==> config.mk <==
export PLATFORM = sky130hd
export DESIGN_NAME = sram_1p_req_ctrl_flat
export DESIGN_NICKNAME = d
export VERILOG_FILES = /design/src/rtl/sram_1p_req_ctrl_pkg.sv /design/src/rtl/sram_1p_req_ctrl_if.sv /design/src/rtl/sram_1p_req_ctrl_rsp_fifo.sv /design/src/rtl/sram_1p_req_ctrl.sv /design/src/flat_wrapper.sv
export SDC_FILE = /design/constraint.sdc
export NUM_CORES = 1
export LEC_CHECK = 0
export CORE_ASPECT_RATIO = 0.5
export CORE_MARGIN = 2
export CORE_UTILIZATION = 38
export CTS_CLUSTER_SIZE = 10
export DETAILED_ROUTE_END_ITERATION = 6
export GPL_ROUTABILITY_DRIVEN = 1
export PLACE_DENSITY = 0.75
export SLEW_MARGIN = 20
export SYNTH_ARGS = -nofsm -noshare
export SYNTH_HDL_FRONTEND = slang
export SYNTH_HIERARCHICAL = 1
export SYNTH_SLANG_ARGS = --single-unit
==> constraint.sdc <==
create_clock -name CLK -period 14.4 [get_ports CLK]
set_input_delay 2.88 -clock CLK [delete_from_list [all_inputs] [get_ports CLK]]
set_output_delay 2.88 -clock CLK [all_outputs]
set_load 0.01 [all_outputs]
==> src/rtl/sram_1p_req_ctrl_pkg.sv <==
// Shared constants, state encoding and sizing helper for the 1-port SRAM
// request controller and its response FIFO.
package sram_ctrl_pkg;

    localparam int LANE_W = 9;

    typedef enum logic [1:0] {
        ACTIVE = 2'd0,
        SLEEP  = 2'd1,
        WAKE   = 2'd2
    } state_e;

    // Bits needed to hold the values 0..n (never less than one bit).
    function automatic int cnt_width(input int n);
        return (n < 1) ? 1 : $clog2(n + 1);
    endfunction

endpackage

==> src/rtl/sram_1p_req_ctrl_if.sv <==
// Request/response channel between an initiator and the SRAM request controller.
interface sram_1p_req_ctrl_if #(
    parameter int AW = 5,
    parameter int DW = 144
);
    import sram_ctrl_pkg::*;

    localparam int LANES = DW / LANE_W;

    logic             REQ_VALID;
    logic             REQ_READY;
    logic             REQ_WR;
    logic [AW-1:0]    REQ_ADDR;
    logic [DW-1:0]    REQ_WDATA;
    logic [LANES-1:0] REQ_BE;
    logic             RSP_VALID;
    logic             RSP_READY;
    logic [DW-1:0]    RSP_DATA;

    modport master (
        output REQ_VALID, REQ_WR, REQ_ADDR, REQ_WDATA, REQ_BE, RSP_READY,
        input  REQ_READY, RSP_VALID, RSP_DATA
    );

    modport slave (
        input  REQ_VALID, REQ_WR, REQ_ADDR, REQ_WDATA, REQ_BE, RSP_READY,
        output REQ_READY, RSP_VALID, RSP_DATA
    );

endinterface

==> src/rtl/sram_1p_req_ctrl_rsp_fifo.sv <==
// Flop-based response FIFO; the head entry is presented combinationally
// whenever the count is non-zero.
module sram_rsp_fifo
    import sram_ctrl_pkg::*;
#(
    parameter int  DW    = 144,
    parameter int  DEPTH = 3,
    localparam int CW    = cnt_width(DEPTH),
    localparam int PW    = (DEPTH > 1) ? $clog2(DEPTH) : 1
) (
    input  logic          clk,
    input  logic          rst_n,
    input  logic          i_push,
    input  logic [DW-1:0] i_data,
    input  logic          i_pop,
    output logic [CW-1:0] o_count,
    output logic [DW-1:0] o_head
);

    logic [DW-1:0] r_mem [DEPTH];
    logic [PW-1:0] r_wr_ptr;
    logic [PW-1:0] r_rd_ptr;
    logic [CW-1:0] r_count;
    logic          w_pop;

    assign w_pop   = i_pop && (r_count != '0);
    assign o_count = r_count;
    assign o_head  = r_mem[r_rd_ptr];

    function automatic logic [PW-1:0] ptr_next(input logic [PW-1:0] p);
        return (p == PW'(DEPTH - 1)) ? '0 : p + 1'b1;
    endfunction

    always_ff @(posedge clk or negedge rst_n) begin
        if (!rst_n) begin
            r_wr_ptr <= '0;
            r_rd_ptr <= '0;
            r_count  <= '0;
        end else begin
            if (i_push) r_wr_ptr <= ptr_next(r_wr_ptr);
            if (w_pop)  r_rd_ptr <= ptr_next(r_rd_ptr);
            case ({i_push, w_pop})
                2'b10:   r_count <= r_count + 1'b1;
                2'b01:   r_count <= r_count - 1'b1;
                default: r_count <= r_count;
            endcase
        end
    end

    // Storage needs no reset: nothing is visible until count says so.
    always_ff @(posedge clk) begin
        if (i_push) r_mem[r_wr_ptr] <= i_data;
    end

    // The controller's credit check must make a push into a full FIFO impossible.
    always_ff @(posedge clk) begin
        if (rst_n) assert (!(i_push && !w_pop && (r_count == CW'(DEPTH))));
    end

endmodule

==> src/rtl/sram_1p_req_ctrl.sv <==
// Initiator-side controller for a 1-port 144b x 32 SRAM macro: request to
// strobe conversion, credit-protected read response FIFO and idle sleep.
//
//   state  | meaning
//   ACTIVE | accepting requests while response credits remain; counts idle cycles
//   SLEEP  | SRAM_SLP high, no requests accepted; any REQ_VALID starts a wake
//   WAKE   | SRAM_SLP low, waiting WAKE_CYC cycles before the next access
module sram_1p_req_ctrl
    import sram_ctrl_pkg::*;
#(
    parameter int  AW        = 5,
    parameter int  DW        = 144,
    parameter int  RSP_DEPTH = 3,
    parameter int  IDLE_CYC  = 16,
    parameter int  WAKE_CYC  = 2,
    localparam int LANES     = DW / LANE_W
) (
    input  logic              CLK,
    input  logic              RSTN,
    sram_1p_req_ctrl_if.slave bus,
    output logic              SRAM_CEN,
    output logic              SRAM_GWEN,
    output logic [LANES-1:0]  SRAM_WEN,
    output logic [AW-1:0]     SRAM_A,
    output logic [DW-1:0]     SRAM_D,
    output logic              SRAM_SLP,
    input  logic [DW-1:0]     SRAM_Q
);

    localparam int CW = cnt_width(RSP_DEPTH);
    localparam int IW = cnt_width(IDLE_CYC);
    localparam int WW = cnt_width(WAKE_CYC);

    localparam logic [1:0] S_ACTIVE = ACTIVE;
    localparam logic [1:0] S_SLEEP  = SLEEP;
    localparam logic [1:0] S_WAKE   = WAKE;

    logic [1:0]    r_state;
    logic [IW-1:0] r_idle_cnt;
    logic [WW-1:0] r_wake_cnt;
    logic          r_rd_pend;
    logic          r_slp;
    logic [CW-1:0] w_fifo_cnt;
    logic          w_ready;
    logic          w_accept;
    logic          w_idle;

    // A read in flight to the SRAM already owns a FIFO slot; pops give no same-cycle credit.
    assign w_ready  = RSTN && (r_state == S_ACTIVE) &&
                      (({1'b0, w_fifo_cnt} + (CW+1)'(r_rd_pend)) < (CW+1)'(RSP_DEPTH));
    assign w_accept = bus.REQ_VALID && w_ready;
    assign w_idle   = !w_accept && !r_rd_pend;

    assign bus.REQ_READY = w_ready;
    assign bus.RSP_VALID = (w_fifo_cnt != '0);

    assign SRAM_CEN  = !w_accept;
    assign SRAM_GWEN = !(w_accept && bus.REQ_WR);
    assign SRAM_WEN  = ~({LANES{w_accept && bus.REQ_WR}} & bus.REQ_BE);
    assign SRAM_A    = bus.REQ_ADDR;
    assign SRAM_D    = bus.REQ_WDATA;
    assign SRAM_SLP  = r_slp;

    sram_rsp_fifo #(
        .DW    (DW),
        .DEPTH (RSP_DEPTH)
    ) u_rsp_fifo (
        .clk     (CLK),
        .rst_n   (RSTN),
        .i_push  (r_rd_pend),
        .i_data  (SRAM_Q),
        .i_pop   (bus.RSP_VALID && bus.RSP_READY),
        .o_count (w_fifo_cnt),
        .o_head  (bus.RSP_DATA)
    );

    always_ff @(posedge CLK or negedge RSTN) begin
        if (!RSTN) begin
            r_state    <= S_ACTIVE;
            r_idle_cnt <= '0;
            r_wake_cnt <= '0;
            r_rd_pend  <= 1'b0;
            r_slp      <= 1'b0;
        end else begin
            r_rd_pend <= w_accept && !bus.REQ_WR;
            case (r_state)
                S_ACTIVE: begin
                    if (w_accept) begin
                        r_idle_cnt <= '0;
                    end else if (w_idle) begin
                        if ((IDLE_CYC != 0) && (r_idle_cnt == IW'(IDLE_CYC - 1))) begin
                            r_state    <= S_SLEEP;
                            r_slp      <= 1'b1;
                            r_idle_cnt <= '0;
                        end else begin
                            r_idle_cnt <= r_idle_cnt + 1'b1;
                        end
                    end
                end
                S_SLEEP: begin
                    if (bus.REQ_VALID) begin
                        r_state    <= S_WAKE;
                        r_slp      <= 1'b0;
                        r_wake_cnt <= '0;
                    end
                end
                S_WAKE: begin
                    if (r_wake_cnt == WW'(WAKE_CYC - 1)) r_state <= S_ACTIVE;
                    else                                 r_wake_cnt <= r_wake_cnt + 1'b1;
                end
                default: r_state <= S_ACTIVE;
            endcase
        end
    end

endmodule

==> src/flat_wrapper.sv <==
// flat-port wrapper written by rule: the top's interface ports become plain ports
module sram_1p_req_ctrl_flat import sram_ctrl_pkg::*;
#(
    parameter int  AW        = 5,
    parameter int  DW        = 144,
    parameter int  RSP_DEPTH = 3,
    parameter int  IDLE_CYC  = 16,
    parameter int  WAKE_CYC  = 2,
    localparam int LANES     = DW / LANE_W
)
  (CLK, RSTN, SRAM_CEN, SRAM_GWEN, SRAM_WEN, SRAM_A, SRAM_D, SRAM_SLP, SRAM_Q, bus_REQ_VALID, bus_REQ_WR, bus_REQ_ADDR, bus_REQ_WDATA, bus_REQ_BE, bus_RSP_READY, bus_REQ_READY, bus_RSP_VALID, bus_RSP_DATA);
  sram_1p_req_ctrl_if #(.AW(AW), .DW(DW)) bus_i ();
  input  logic CLK;
  input  logic RSTN;
  output logic SRAM_CEN;
  output logic SRAM_GWEN;
  output logic [LANES-1:0] SRAM_WEN;
  output logic [AW-1:0] SRAM_A;
  output logic [DW-1:0] SRAM_D;
  output logic SRAM_SLP;
  input  logic [DW-1:0] SRAM_Q;
  input wire logic [$bits(bus_i.REQ_VALID)-1:0] bus_REQ_VALID;
  input wire logic [$bits(bus_i.REQ_WR)-1:0] bus_REQ_WR;
  input wire logic [$bits(bus_i.REQ_ADDR)-1:0] bus_REQ_ADDR;
  input wire logic [$bits(bus_i.REQ_WDATA)-1:0] bus_REQ_WDATA;
  input wire logic [$bits(bus_i.REQ_BE)-1:0] bus_REQ_BE;
  input wire logic [$bits(bus_i.RSP_READY)-1:0] bus_RSP_READY;
  output wire logic [$bits(bus_i.REQ_READY)-1:0] bus_REQ_READY;
  output wire logic [$bits(bus_i.RSP_VALID)-1:0] bus_RSP_VALID;
  output wire logic [$bits(bus_i.RSP_DATA)-1:0] bus_RSP_DATA;
  assign bus_i.REQ_VALID = bus_REQ_VALID;
  assign bus_i.REQ_WR = bus_REQ_WR;
  assign bus_i.REQ_ADDR = bus_REQ_ADDR;
  assign bus_i.REQ_WDATA = bus_REQ_WDATA;
  assign bus_i.REQ_BE = bus_REQ_BE;
  assign bus_i.RSP_READY = bus_RSP_READY;
  assign bus_REQ_READY = bus_i.REQ_READY;
  assign bus_RSP_VALID = bus_i.RSP_VALID;
  assign bus_RSP_DATA = bus_i.RSP_DATA;
  sram_1p_req_ctrl #(.AW(AW), .DW(DW), .RSP_DEPTH(RSP_DEPTH), .IDLE_CYC(IDLE_CYC), .WAKE_CYC(WAKE_CYC)) u_core (.CLK(CLK), .RSTN(RSTN), .bus(bus_i), .SRAM_CEN(SRAM_CEN), .SRAM_GWEN(SRAM_GWEN), .SRAM_WEN(SRAM_WEN), .SRAM_A(SRAM_A), .SRAM_D(SRAM_D), .SRAM_SLP(SRAM_SLP), .SRAM_Q(SRAM_Q));
endmodule
---- After elaboration in Yosys (flattened, before gate mapping) ----
Memories as Yosys holds them, arrays and structs flattened.
Index checks and enable logic that the tools add are counted.
word-level totals
  bits in writable memories ............... 432
  input bits .............................. 314
  bits in registers ....................... 17
  memories ................................ 1
cells by class
  order comparisons ....................... 1
  bitwise logic cells ..................... 2
  reduce and logical (&&, ||, !) cells .... 22
  mux-type cells .......................... 22
  equality and inequality tests ........... 14
  add/sub/neg operators ................... 7
memories
  memory                   depth  bits a word  read ports  clocked after memory_dff  wr ports  line                             source
  u_core.u_rsp_fifo.r_mem  3      144          1           0                         1         sram_1p_req_ctrl_rsp_fifo.sv:20  logic [DW-1:0] r_mem [DEPTH];
operators with widths
  cell                                                                           number
  2-bit 2-to-1 mux                                                               9
  16-bit bitwise AND                                                             1
  16-bit inverter                                                                1
  5-bit 2-to-1 mux                                                               3
  5-bit AND reduction                                                            2
  2-bit nonzero test                                                             5
  2-bit by 1-bit adder with 2-bit output (second input constant)                 4
  2-bit equality test (second input constant)                                    4
  1-bit logical AND                                                              8
  2-bit != test (second input constant)                                          4
  2-bit one-hot mux with 2 select lines                                          2
  2-bit by 1-bit equality test with 1-bit output (second input constant)         3
  1-bit 2-to-1 mux                                                               6
  2-bit one-hot mux with 3 select lines                                          1
  5-bit by 1-bit adder with 5-bit output (second input constant)                 1
  5-bit by 4-bit equality test with 1-bit output (second input constant)         1
  1-bit zero test                                                                4
  2-bit by 1-bit != test with 1-bit output (second input constant)               2
  2-bit by 1-bit adder with 3-bit output                                         1
  3-bit by 2-bit less-than comparator with 1-bit output (second input constant)  1
  3-bit AND reduction                                                            1
  2-bit zero test                                                                1
  1-bit one-hot mux with 2 select lines                                          1
  2-bit AND reduction                                                            1
  2-bit by 1-bit subtractor with 2-bit output (second input constant)            1

---- Logic depth before layout (Yosys ltp) ----
  word-level depth ........................ 9
  gate-level depth with buffers ........... 9
  gate-level depth less buffers ........... 8

---- Hierarchy ----
Netlist, hierarchy kept.
modules (own cells, without submodules)
  module            cells each  area each (um^2)  times used  sequential area each (um^2)
  sram_rsp_fifo     938         16343.2           1           13122.6
  sram_1p_req_ctrl  231         1824.2            1           275.3

---- Least setup slack after synthesis ----
No wires, ideal clock.
  kind .................................... register to register
  start point ............................. register u_core.r_rd_pend
  end point ............................... memory u_core.u_rsp_fifo.r_mem[2][0], enable pin
  stages on the path, launching flop included .. 3
  arrival time ............................ 10.908 ns
  slack ................................... 2.639 ns
  library setup time ...................... 0.853 ns
  clock period less this slack ............ 11.761 ns
  path through ............................ dfrtp_1 -> inv_1 -> nor3b_1
between the ends
  longest elaborated chain between the ends .. 2
ends and longest elaborated chain
  element                                 line                             source
  start, declared                         sram_1p_req_ctrl.sv:41           logic r_rd_pend;
  start signal, assigned                  sram_1p_req_ctrl.sv:85           r_rd_pend <= w_accept && !bus.REQ_WR;
  1-bit 2-to-1 mux                        sram_1p_req_ctrl_rsp_fifo.sv:52  if (i_push) r_mem[r_wr_ptr] <= i_data;
  1-bit 2-to-1 mux (not written as such)  sram_1p_req_ctrl_rsp_fifo.sv:52
  end, declared                           sram_1p_req_ctrl_rsp_fifo.sv:20
No other way between the ends.

---- Worst setup path in the final report ----
  start point ............................. input port RSTN
  end point ............................... output port SRAM_WEN[3]
between the ends
  longest elaborated chain between the ends .. 6
ends and longest elaborated chain
  element                         line                    source
  start, declared                 flat_wrapper.sv:14      input logic RSTN;
  1-bit logical AND (2 in a row)  sram_1p_req_ctrl.sv:49  assign w_ready = RSTN && (r_state == S_ACTIVE) &&
  1-bit logical AND               sram_1p_req_ctrl.sv:51  assign w_accept = bus.REQ_VALID && w_ready;
  1-bit logical AND               sram_1p_req_ctrl.sv:59  assign SRAM_WEN = ~({LANES{w_accept && bus.REQ_WR}} & bus.REQ_BE);
  16-bit bitwise AND              sram_1p_req_ctrl.sv:59
  16-bit inverter                 sram_1p_req_ctrl.sv:59
  end, declared                   flat_wrapper.sv:17      output logic [LANES-1:0] SRAM_WEN;
No other way between the ends.

==> flow_summary.yaml <==
synthesis:
  ys.flop_type: "edfxtp_1"
  yosys.cell_types.count: 37
  synth-async-reset-ratio_pct: 3.79
  yosysTopAreaCell: "edfxtp_1"
  syn_nets: 1488
  syn_avg_cell_area_sq_um: 15.5
  netlist_instances: 1169
  ys.warnings.count: 6
  synth_edf_count: 432
  synth_top_area_share_pct: 71.4
  ys_ff_latch: 449
  yosys-top-cells-area: "edfxtp_1, mux2i_1, buf_4"
  syn-cell-area_sq_um: 18200
  ys_seq_area_share_pct: 73.7
sta:
  finalCritPeriodShare_pct: 57.7
  hold_viol: 0
  slew_headroom_pct: 28.3
  worstMarginPinSlew_ns: 1.07
  setup_viol: 0
  fin_tns_setup_ns: 0
  fmax_mhz: 120
  min_period_ns: 8.31
  fin_skew_ns: 0.0167
  drv_slew: 0
  rsz0062_at_grt: "no"
cts:
  htreeDepth: 2
  clock_latency_ns: 0.56
  cts_resized: 0
  postCtsHoldBufs: 0
  cts_setup_buffers: 0
  cts_buffers: 51
  clockRootBuffer: "clkbuf_16"
  cts_buffer_depth: 3
  cts_sinks: 449
  cts_tree: "built"
  cts.clk_slew.worst_paths_ns: 0.05
route:
  dr.first_iter.drc_count: 712
  wl_microns: 49000
  via_count: 9719
  postRouteAntennaNets: 0
  wl_per_cell_microns: 24.3
  drc: 0
  vias_per_cell: 4.82
  dr.pass1.iters: 5
placement:
  numPlacedInstances: 1943
  io_buffers: 329
  place.gp.congestion: 0.785
  hpwlAfterDp_microns: 34300
floorplan:
  core_sq_um: 47000
  boundaryPins: 628
  die_h_microns: 159
  rows: 56
  initial_core_util_pct: 38.6
  die_area_sq_um: 49700
  die_width_microns: 313
min_path:
  min_path_type: "flip-flop to flip-flop"
status:
  outcome: "finished, final reports clean"
power_and_ir_drop:
  ir_drop_mv: 0.148
  power.density_nw_per_um2: 177
  p_total_mw: 3.94
  p_leak_nw: 7.42
flow_run:
  drv_cap: 0
worst_setup_path:
  crit_path_start_kind: "input pin"
  endpoint_kind: "primary output"
  critPathKind: "input pin to primary output"
  required_ns: 11.52
  crit_fanout: 18
  arrival_ns: 5.43
global_route:
  antenna_found_initial: 10
  grt_pass1_vias: 9589
  grt_max_degree: 194
  overflow: 0
  grt_pass1_wl_microns: 65200
  grtUsageTotal_pct: 18.5
finish:
  final_cell_mix: "edfxtp_1, clkdlybuf4s50_1, nand2_1"
  finalNonFillerCells: 2018
  syn_to_final_growth_pct: 22.3
  final_common_cell: "edfxtp_1"
  drive_gt1_share_pct: 5.46
  num-nets-final: 1677
## path summary, 6_finish.rpt
path	from	to	slack, ns	cells past startpoint
max	RSTN	SRAM_WEN[3]	6.09	6
min	u_core/SRAM_SLP	u_core/SRAM_SLP	0.50	2
max reg2reg	u_core/r_rd_pend	u_core/u_rsp_fifo/r_mem[1][25]	11.07	4
min reg2reg	u_core/SRAM_SLP	u_core/SRAM_SLP	0.50	2
max in group asynchronous	RSTN	u_core/u_rsp_fifo/r_rd_ptr[0]	11.03	1
min in group asynchronous	RSTN	u_core/u_rsp_fifo/r_rd_ptr[1]	2.78	1
## flip-flops by register name, summed over array words and instances, names as in the netlist
signal / cells
u_core/SRAM_SLP: 1
u_core/u_rsp_fifo/r_mem: 432
u_core/r_state: 2
u_core/r_rd_pend: 1
u_core/u_rsp_fifo/r_rd_ptr: 2
u_core/u_rsp_fifo/r_wr_ptr: 2
u_core/r_idle_cnt: 5
u_core/r_wake_cnt: 2
u_core/u_rsp_fifo/o_count: 2
## per-layer routing
metal | routed length (microns) | vias up | track usage [%]
met3 | 4290 | 111 | 7.70
met1 | 14700 | 4769 | 16.2
li1 | - | 4508 | -
met2 | 28000 | 323 | 36.1
met5 | 161 | - | 1.78
met4 | 1860 | 8 | 8.98
## layout make-up
| type | count | area [sq um] |
|---|---|---|
| fill | 3956 | 24800 |
| sequential | 449 | 13400 |
| timing repair buffer | 338 | 3400 |
| multi-input combinational | 512 | 3190 |
| clock buffer | 63 | 1320 |
| tap | 638 | 798 |
| clock inverter | 5 | 61.3 |
| inverter | 6 | 22.5 |
| antenna | 7 | 17.5 |
## logic make-up (layout without fill, tap and decap cells)
family          count (synthesis)  after routing  synth area share [%]
fa+ha+maj                       5              5                 0.344
buf+inv                       208            412                  8.80
flops                         449            449                  73.7
compound gates                162            162                  4.59
mux                           144            144                  7.93
other cells                     0              7                     0
simple gates                  197            197                  4.39
xor+xnor                        4              4                 0.193
## cell usage after synthesis (3+ instances only)
library cell,count
a21o_1,3
a21oi_1,5
buf_12,4
buf_2,11
buf_4,152
buf_6,3
buf_8,13
clkbuf_1,19
dfrtp_1,17
edfxtp_1,432
ha_1,5
inv_1,6
mux2i_1,144
nand2_1,166
nor2_1,13
nor3_1,5
o21ai_0,20
o21ai_1,128
## power by group
group          leakage, nW  switching, mW  internal, mW  total, mW
sequential            4.12         0.0847          1.54       1.63
combinational         2.63          0.612         0.590       1.20
clock                0.673          0.469         0.640       1.11
total                 7.42           1.17          2.77       3.94
## per-stage QoR
step | instance area [sq um] | util, % | setup slack (ns) | hold slack (ns)
after global placement | 20800 | 44.3 | 6.11 | 0.475
final | 22200 | 47.2 | 6.09 | 0.501
after detailed placement | 20800 | 44.3 | 6.05 | 0.487
after CTS | 22200 | 47.2 | 6.04 | 0.500
after floorplan | 18200 | - | 2.64 | 0.477
after global routing | 22200 | 47.2 | 5.85 | 0.532
## critical path: stages
cell	delay [ns]
clkdlybuf4s50_1	0.99
nor4b_2	0.34
and3_1	0.35
and2_4	0.30
nand2_1	0.08
clkdlybuf4s50_1	0.49
(Power assumes the default switching activity.)
